<file path="src/rtl/ram_pattern_sequencer.sv">
// Purpose: writes ~addr to every RAM location, reads all back, counts mismatches.
// Latency: one pass takes 2*DEPTH+READ_LATENCY cycles from start to the done pulse.
// Backpressure: none; start is ignored while busy or during the done cycle.
module ram_pattern_sequencer #(
  parameter int ADDR_WIDTH   = 4,
  parameter int DATA_WIDTH   = 4,
  parameter int READ_LATENCY = 1
) (
  input  logic                  clk,
  input  logic                  reset,
  input  logic                  start,
  output logic                  busy,
  output logic                  done,
  output logic                  pass,
  output logic [ADDR_WIDTH:0]   err_count,
  output logic [ADDR_WIDTH-1:0] first_err_addr,
  output logic                  ram_wren,
  output logic [ADDR_WIDTH-1:0] ram_address,
  output logic [DATA_WIDTH-1:0] ram_data,
  input  logic [DATA_WIDTH-1:0] ram_q
);

  localparam logic [ADDR_WIDTH-1:0] LAST_ADDR = {ADDR_WIDTH{1'b1}};

  typedef enum logic [2:0] {
    S_IDLE,
    S_WRITE,
    S_READ,
    S_DRAIN,
    S_DONE
  } state_t;

  state_t state, state_n;

  // Issued-read flag aligned with ram_address, then READ_LATENCY stages
  // that track the address until its data is on ram_q.
  logic                  rd_vld, rd_vld_n;
  logic [READ_LATENCY-1:0] dl_vld;
  logic [ADDR_WIDTH-1:0] dl_addr [READ_LATENCY];

  logic                  busy_n, done_n, pass_n, wren_n;
  logic [ADDR_WIDTH:0]   err_n;
  logic [ADDR_WIDTH-1:0] first_n, addr_n;
  logic [DATA_WIDTH-1:0] data_n;

  logic                  cmp_vld;
  logic [ADDR_WIDTH-1:0] cmp_addr;
  logic                  mismatch;
  logic [ADDR_WIDTH:0]   err_acc;
  logic [ADDR_WIDTH-1:0] first_acc;

  // Test pattern: inverted address, zero-extended or truncated to the data width.
  function automatic logic [DATA_WIDTH-1:0] expected(input logic [ADDR_WIDTH-1:0] a);
    logic [ADDR_WIDTH-1:0] inv;
    inv = ~a;
    return DATA_WIDTH'(inv);
  endfunction

  // Checker: compare the oldest delay-line entry against the returned RAM data.
  always_comb begin
    cmp_vld   = dl_vld[READ_LATENCY-1];
    cmp_addr  = dl_addr[READ_LATENCY-1];
    mismatch  = cmp_vld && (ram_q != expected(cmp_addr));
    err_acc   = err_count + (ADDR_WIDTH+1)'(mismatch);
    first_acc = (mismatch && (err_count == '0)) ? cmp_addr : first_err_addr;
  end

  // Next-state and next-output logic for the pass sequencer.
  always_comb begin
    state_n  = state;
    busy_n   = busy;
    done_n   = 1'b0;
    pass_n   = pass;
    err_n    = err_acc;
    first_n  = first_acc;
    wren_n   = ram_wren;
    addr_n   = ram_address;
    data_n   = ram_data;
    rd_vld_n = rd_vld;

    unique case (state)
      S_IDLE: begin
        if (start) begin
          state_n = S_WRITE;
          busy_n  = 1'b1;
          pass_n  = 1'b0;
          err_n   = '0;
          first_n = '0;
          wren_n  = 1'b1;
          addr_n  = '0;
          data_n  = expected('0);
        end
      end
      S_WRITE: begin
        if (ram_address == LAST_ADDR) begin
          state_n  = S_READ;
          wren_n   = 1'b0;
          addr_n   = '0;
          rd_vld_n = 1'b1;
        end else begin
          addr_n = ram_address + 1'b1;
          data_n = expected(ram_address + 1'b1);
        end
      end
      S_READ: begin
        if (ram_address == LAST_ADDR) begin
          state_n  = S_DRAIN;
          rd_vld_n = 1'b0;
        end else begin
          addr_n = ram_address + 1'b1;
        end
      end
      S_DRAIN: begin
        // The final compare retires on this edge; fold it into pass.
        if (cmp_vld && (cmp_addr == LAST_ADDR)) begin
          state_n = S_DONE;
          done_n  = 1'b1;
          busy_n  = 1'b0;
          pass_n  = (err_acc == '0);
        end
      end
      S_DONE: begin
        state_n = S_IDLE;
      end
      default: begin
        state_n = S_IDLE;
      end
    endcase
  end

  // State, output registers and the read-tracking delay line.
  always_ff @(posedge clk) begin
    if (reset) begin
      state          <= S_IDLE;
      busy           <= 1'b0;
      done           <= 1'b0;
      pass           <= 1'b0;
      err_count      <= '0;
      first_err_addr <= '0;
      ram_wren       <= 1'b0;
      ram_address    <= '0;
      ram_data       <= '0;
      rd_vld         <= 1'b0;
      dl_vld         <= '0;
      for (int i = 0; i < READ_LATENCY; i++) begin
        dl_addr[i] <= '0;
      end
    end else begin
      state          <= state_n;
      busy           <= busy_n;
      done           <= done_n;
      pass           <= pass_n;
      err_count      <= err_n;
      first_err_addr <= first_n;
      ram_wren       <= wren_n;
      ram_address    <= addr_n;
      ram_data       <= data_n;
      rd_vld         <= rd_vld_n;
      dl_vld[0]      <= rd_vld;
      dl_addr[0]     <= ram_address;
      for (int i = 1; i < READ_LATENCY; i++) begin
        dl_vld[i]  <= dl_vld[i-1];
        dl_addr[i] <= dl_addr[i-1];
      end
    end
  end

endmodule

</file>
<file path="config.mk">
export PLATFORM = sky130hd
export DESIGN_NAME = ram_pattern_sequencer
export DESIGN_NICKNAME = d
export VERILOG_FILES = /design/src/rtl/ram_pattern_sequencer.sv
export SDC_FILE = /design/constraint.sdc
export NUM_CORES = 1
export LEC_CHECK = 0
export CAP_MARGIN = 25
export CORE_MARGIN = 5
export CORE_UTILIZATION = 50
export CTS_CLUSTER_DIAMETER = 40
export DETAILED_ROUTE_END_ITERATION = 12
export GPL_TIMING_DRIVEN = 0
export PLACE_DENSITY_LB_ADDON = 0.12
export SLEW_MARGIN = 25
export SYNTH_ARGS = -nofsm -noshare
export SYNTH_HDL_FRONTEND = slang
export SYNTH_SLANG_ARGS = --single-unit
export TNS_END_PERCENT = 1
</file>
<file path="constraint.sdc">
create_clock -name clk -period 2.05 [get_ports clk]
set_input_delay 0.205 -clock clk [delete_from_list [all_inputs] [get_ports clk]]
set_output_delay 0.205 -clock clk [all_outputs]
set_load 0.02 [all_outputs]
</file>
==> impl_metrics.yaml, run 1 <==
run_status:
  status: "finished, final reports clean"
clock_tree:
  worstSkewPairLatency_ns: 0.31
  hold_buffers: 0
  clkTransAtPathRegs_ns: 0.09
  cts_made_buffers: 5
  cts_htree_levels: 2
  cts_tree: "built"
  clockBufferDepth: 2
  cts-root-buf: "clkbuf_4"
  clock_sinks: 30
synthesis:
  syn-cell-area_mm2: 0.001383
  synth_flop_cell: "dfxtp_1"
  synth_area_leaders: "dfxtp_1 (43%), xor2_1 (5.1%), nand2_1 (4.9%)"
  synth_top_area_frac: 0.4344
  synthDistinctLibCells: 41
  yosysTopAreaCell: "dfxtp_1"
  ys_async_sr_fraction: 0
  syn_inst: 151
  synthTopCellsByCount: "dfxtp_1 (30), nand2_1 (18), nor2_1 (13)"
  yosysWarnings: 0
  synth_nets: 161
  postSynthAreaPerCell_um2: 9.156
  yosys_register_bits: 30
  yosysSeqAreaShare: 0.4344
  synth-edff-count: 0
  synth_most_common_cell: "dfxtp_1"
placed_design:
  place_inst: 209
  gp_congestion: 0.8211
  hpwl_mm: 2.231
  dpl_cell_area_mm2: 0.001692
  port_buffers: 27
  post-place-ws_ns: -0.2622
worst_hold_path:
  hold-path-endpoint: "first_err_addr[2]"
  hp-class: "reg -> reg"
  holdCritStartpoint: "first_err_addr[2]"
  whs_path_depth: 2
global_route:
  grt_busiest_layer: "met2"
  grtUsageTotal: 0.1555
  grt_max_degree: 11
  met3_usage: 0.05036
  gr-usage-met1: 0.1858
  grt_use_met2: 0.2500
  grt_pass1_vias: 1133
  grt_pass1_wl_mm: 5.037
  globalRoute.totalOverflow: 0
  antenna_found_initial: 0
timing:
  fmax_mhz: 519.8
  slew_violations: 0
  min_period_ns: 1.924
  fin_crit_sh: 0.9385
  max_slew.worst_pin.slew_ns: 0.4999
  fin_ws_ns: 0.1260
  grt_setup_unrepaired: "no"
  slew_headroom: 0.6653
  clock_skew_ns: 0.005115
  setup-violations-final: 0
  hold_viol_final: 0
worst_setup_path:
  crit_required_ns: 2.28
  rrSetupSlack_ns: 0.15
  rr_startpoint: "dl_addr[0][3]"
  cp_max_fo: 4
  cp-start-kind: "primary input"
  worstSetupStartpoint: "ram_q[2]"
  arrival_ns: 2.15
  regToRegEndpoint: "pass"
  end_kind: "flop"
  critPathKind: "in -> reg"
  reg2reg_depth: 7
drt:
  route.detailed.drc: 0
  dr.first_iter.drc_count: 91
  wirelength_mm: 3.006
  first_pass_iters: 4
  antenna_left: 0
  vias: 1170
  wl_per_cell_um: 13.92
  via_per_inst: 5.417
power_and_ir_drop:
  ir_worst_vdd_uv: 406.5
  fin_total_pwr_mw: 1.044
  p_per_area_mw_per_mm2: 593.1
  leakage_nw: 0.6845
final_layout:
  drive_gt1_frac: 0.1297
  fin_util: 0.6496
  final_nets: 195
  antenna-diode-count: 0
  post_layout_nonfiller_instances: 216
  areaGrowthSynthToFinish_pct: 27.33
  stdcell_area_mm2: 0.001760
die:
  die_w_um: 62.59
  die_h_um: 62.59
  placementRows: 19
  dieArea_mm2: 0.003917
  start_util: 0.5102
  core_area_mm2: 0.002710
  ios: 28
run:
  cap_viol_max_count: 0
-- flip-flops by register name, indices dropped and copies added (netlist names), 3 cells and up --
| name | cells |
|---|---|
| dl_addr | 4 |
| state | 3 |
| ram_address | 4 |
| first_err_addr | 4 |
| err_count | 5 |
| ram_data | 4 |
-- cells in the final DEF, fill, tap and decap left out, types with 3 or more instances in the layout --
cell	Yosys	final
dfxtp_1	30	27
clkdlybuf4s50_1	0	27
nand2_1	18	18
nor2_1	13	13
xor2_1	8	8
nor3_1	8	8
nand3_1	7	7
a21oi_1	5	5
clkbuf_4	0	5
mux2i_1	4	4
clkbuf_1	2	4
o21ai_0	4	4
nor2b_1	4	4
nand4_1	3	3
buf_2	3	3
and2_1	4	3
a211oi_1	3	3
-- through the flow --
stage                     TNS (ns)  hold slack (ns)
after detailed placement   -0.3686           0.4577
after global routing             0           0.4966
after floorplan                  0           0.3816
final                            0           0.4625
after global placement     -0.3577           0.4439
after CTS                        0           0.4703
-- routing by layer --
| metal | up-vias | wire length (um) |
|---|---|---|
| met3 | 4 | 170 |
| li1 | 599 | - |
| met5 | - | 0 |
| met1 | 534 | 1334 |
| met4 | 0 | 29 |
| met2 | 33 | 1472 |
-- cells by family (layout without fill, tap and decap cells) --
kind of cell               count (synthesis)  in the layout  synth area share
and+or+nand+nor                           73             73            0.2914
DFF                                       30             30            0.4344
AOI/OAI and AO/OA                         21             21            0.1086
xor gates and xnor gates                  10             10           0.06335
buffers and inverters                      9             43           0.03530
muxes                                      5              5           0.03982
adders and majority gates                  3              3           0.02715
-- report_power, final --
group	leakage, nW	switching, mW	internal (mW)
sequential	0.246	0.0106	0.597
combinational	0.413	0.0669	0.0612
clock	0.0254	0.180	0.129
-- how the worst max path moves through the flow --
stage           end  slack, ns  cells past startpoint
2_1_floorplan  pass       0.18                      9
5_1_grt        pass      0.001                      9
6_report       pass       0.13                      8
4_1_cts        pass     0.0002                      9
3_3_place_gp   pass      -0.26                     10
3_5_place_dp   pass      -0.26                     10
-- what timing repair did --
item,in CTS,in global routing
endpoints found under the hold margin,0,0
endpoints found under the setup margin,0,2
buffers inserted,0,0
resized for setup,0,8
-- final cells by class --
type	instances	area [um^2]
sequential	30	606.8
timing repair buffer	27	270.3
inverter	2	7.507
tap	31	38.79
buffer	7	41.29
clock buffer	7	45.04
multi-input combinational	112	750.7
fill	233	949.7
-- worst max-delay path, cell delays in order --
cell,delay (ns)
clkdlybuf4s50_1,0.48
xor2_1,0.17
nand4_1,0.13
and2_4,0.19
ha_4,0.17
ha_2,0.25
or3_1,0.34
o31ai_1,0.22
Note: power is estimated with default switching activity, not from simulation.
==> inputs of run 2 (changes only) <==
- RECOVER_POWER: not set -> 100
==> run 2 against run 1 <==
Net effect:
- die area unchanged
- clock skew increased by 0.0012 ns
- routed wire length increased by 0.80%
- sequential share of layout area up 0.35 points
- count of clock-buffer cells in the layout stayed put
- via count grew 0.26%
- combinational power decreased by 7%
- critical path depth did not move
- critical path type unchanged
==> impl_metrics.yaml, run 2 (same netlist as run 1, synthesis figures left out) <==
run_status:
  status: "finished, final reports clean"
final_layout:
  largest_reg_flops: 5
  most-common-layout-cells: "dfxtp_1 (27), dlygate4sd3_1 (22), nand2_1 (18)"
  antenna-diode-count: 0
  drive_gt1_frac: 0.1243
  ff_latch_area_um2: 606.8
  fillerInstances: 239
  multi_input_area_um2: 735.7
  final_common_cell: "dfxtp_1"
  final_nets: 195
  areaGrowthSynthToFinish_pct: 26.06
  top_register: "err_count"
die:
  die_h_um: 62.59
  start_util: 0.5102
  core_area_mm2: 0.002710
  die_w_um: 62.59
  ios: 28
  placementRows: 19
  dieArea_mm2: 0.003917
timing:
  hold_viol_final: 0
  slew_violations: 0
  fin_crit_sh: 0.9389
  setup-violations-final: 0
  min_period_ns: 1.925
  clock_skew_ns: 0.006307
  grt_setup_unrepaired: "no"
  timing.hold.ws_ns: 0.4594
  max_slew.worst_pin.slew_ns: 0.7665
  tns_ns: 0
  fmax_mhz: 519.6
  slew_headroom: 0.4877
global_route:
  grt_max_degree: 11
  antenna_found_initial: 0
  grt_pass1_wl_mm: 5.037
  grtUsageTotal: 0.1555
  globalRoute.totalOverflow: 0
  grt_pass1_vias: 1133
worst_setup_path:
  reg2reg_depth: 7
  end_kind: "flop"
  cp_slowest_stage_delay_ns: 0.48
  cp_max_fo: 4
  cp_num_buf_inv: 1
  crit_required_ns: 2.28
  path_delay_family: "simple AND/OR/NAND/NOR gates"
  cp_cell_sequence: "clkdlybuf4s50_1 > xor2_1 > nand4_1 > and2_4 > ha_4 > ha_2 > or3_1 > o31ai_1"
  crit_slowest_cell: "clkdlybuf4s50_1"
  cp-start-kind: "primary input"
  arrival_ns: 2.15
  critPathKind: "in -> reg"
  cp_num_cells: 8
run:
  cap_viol_max_count: 0
clock_tree:
  hold_buffers: 0
  clockBufferDepth: 2
  cts_tree: "built"
  worstSkewPairLatency_ns: 0.31
  clock_sinks: 30
  cts_resized: 0
  cts-root-buf: "clkbuf_4"
  cts_made_buffers: 5
  clkTransAtPathRegs_ns: 0.09
  cts_htree_levels: 2
  post-cts-setup-buffers: 0
power_and_ir_drop:
  p_per_area_mw_per_mm2: 593.5
  ir_worst_vdd_uv: 399.4
  leakage_nw: 0.7387
drt:
  via_per_inst: 5.431
  route.detailed.drc: 0
  first_pass_iters: 4
  vias: 1173
  wl_per_cell_um: 14.03
  dr.first_iter.drc_count: 96
  wirelength_mm: 3.030
  antenna_left: 0
placed_design:
  gp_congestion: 0.8211
  hpwl_mm: 2.231
  port_buffers: 27
worst_hold_path:
  hp-class: "reg -> reg"
  whs_path_depth: 2
==> run 2: changes by cell type in the layout (fill, tap and decap cells not counted) <==
| cell | delta |
|---|---|
| nor4b_4 | -1 |
| nor4b_2 | +1 |
| a2111oi_2 | -1 |
| buf_2 | -1 |
| clkbuf_2 | +2 |
| clkdlybuf4s50_1 | -22 |
| a2111oi_0 | +1 |
| dlygate4sd3_1 | +22 |
| buf_4 | -1 |
==> run 2: worst paths after layout <==
check,start,end,slack [ns]
hold / removal,first_err_addr[2],first_err_addr[2],0.46
setup reg to reg,dl_addr[0][3],pass,0.14
hold reg to reg,first_err_addr[2],first_err_addr[2],0.46
setup / recovery,ram_q[2],pass,0.13
==> run 2: cell type report <==
| class | instances | share of cell area |
|---|---|---|
| repair buffers | 27 | 0.1551 |
| well taps | 31 | 0.02225 |
| inverters | 2 | 0.004307 |
| clock buffers | 7 | 0.02584 |
| flip-flops and latches | 30 | 0.3482 |
| plain buffers | 7 | 0.02225 |
| multi-input cells | 112 | 0.4221 |
==> run 2: report_power, final <==
| part | leakage (nW) | internal (mW) | switching [mW] |
|---|---|---|---|
| sequential | 0.246 | 0.597 | 0.0101 |
| combinational | 0.467 | 0.0541 | 0.0654 |
| clock | 0.0254 | 0.129 | 0.179 |
==> run 2: routing by layer <==
| metal | wire length, um | global-route usage |
|---|---|---|
| met1 | 1293 | 0.1858 |
| met2 | 1485 | 0.2500 |
| met3 | 211 | 0.05036 |
| met4 | 40 | 0.07427 |
| met5 | 0 | 0 |
==> run 2: stage by stage <==
stage,instance area (um^2),power (mW),util,cells,worst slack [ns]
after CTS,1737,1.052,0.6408,216,0.0001779
after detailed placement,1692,0.7498,0.6242,209,-0.2622
final,1743,1.034,0.6431,216,0.1253
after global placement,1692,0.7483,0.6242,209,-0.2553
after global routing,1743,1.087,0.6431,216,0.001062
after floorplan,1383,0.6955,-,151,0.1825
==> run 2: worst reg2reg max path: cells and delay by family (launching register included) <==
kind | cells | cell delay, ns
AO/OA/AOI/OAI | 1 | 0.22
XOR/XNOR | 1 | 0.15
AND/OR/NAND/NOR | 3 | 0.66
flip-flops | 1 | 0.37
adder cells (fa/ha/maj) | 2 | 0.42
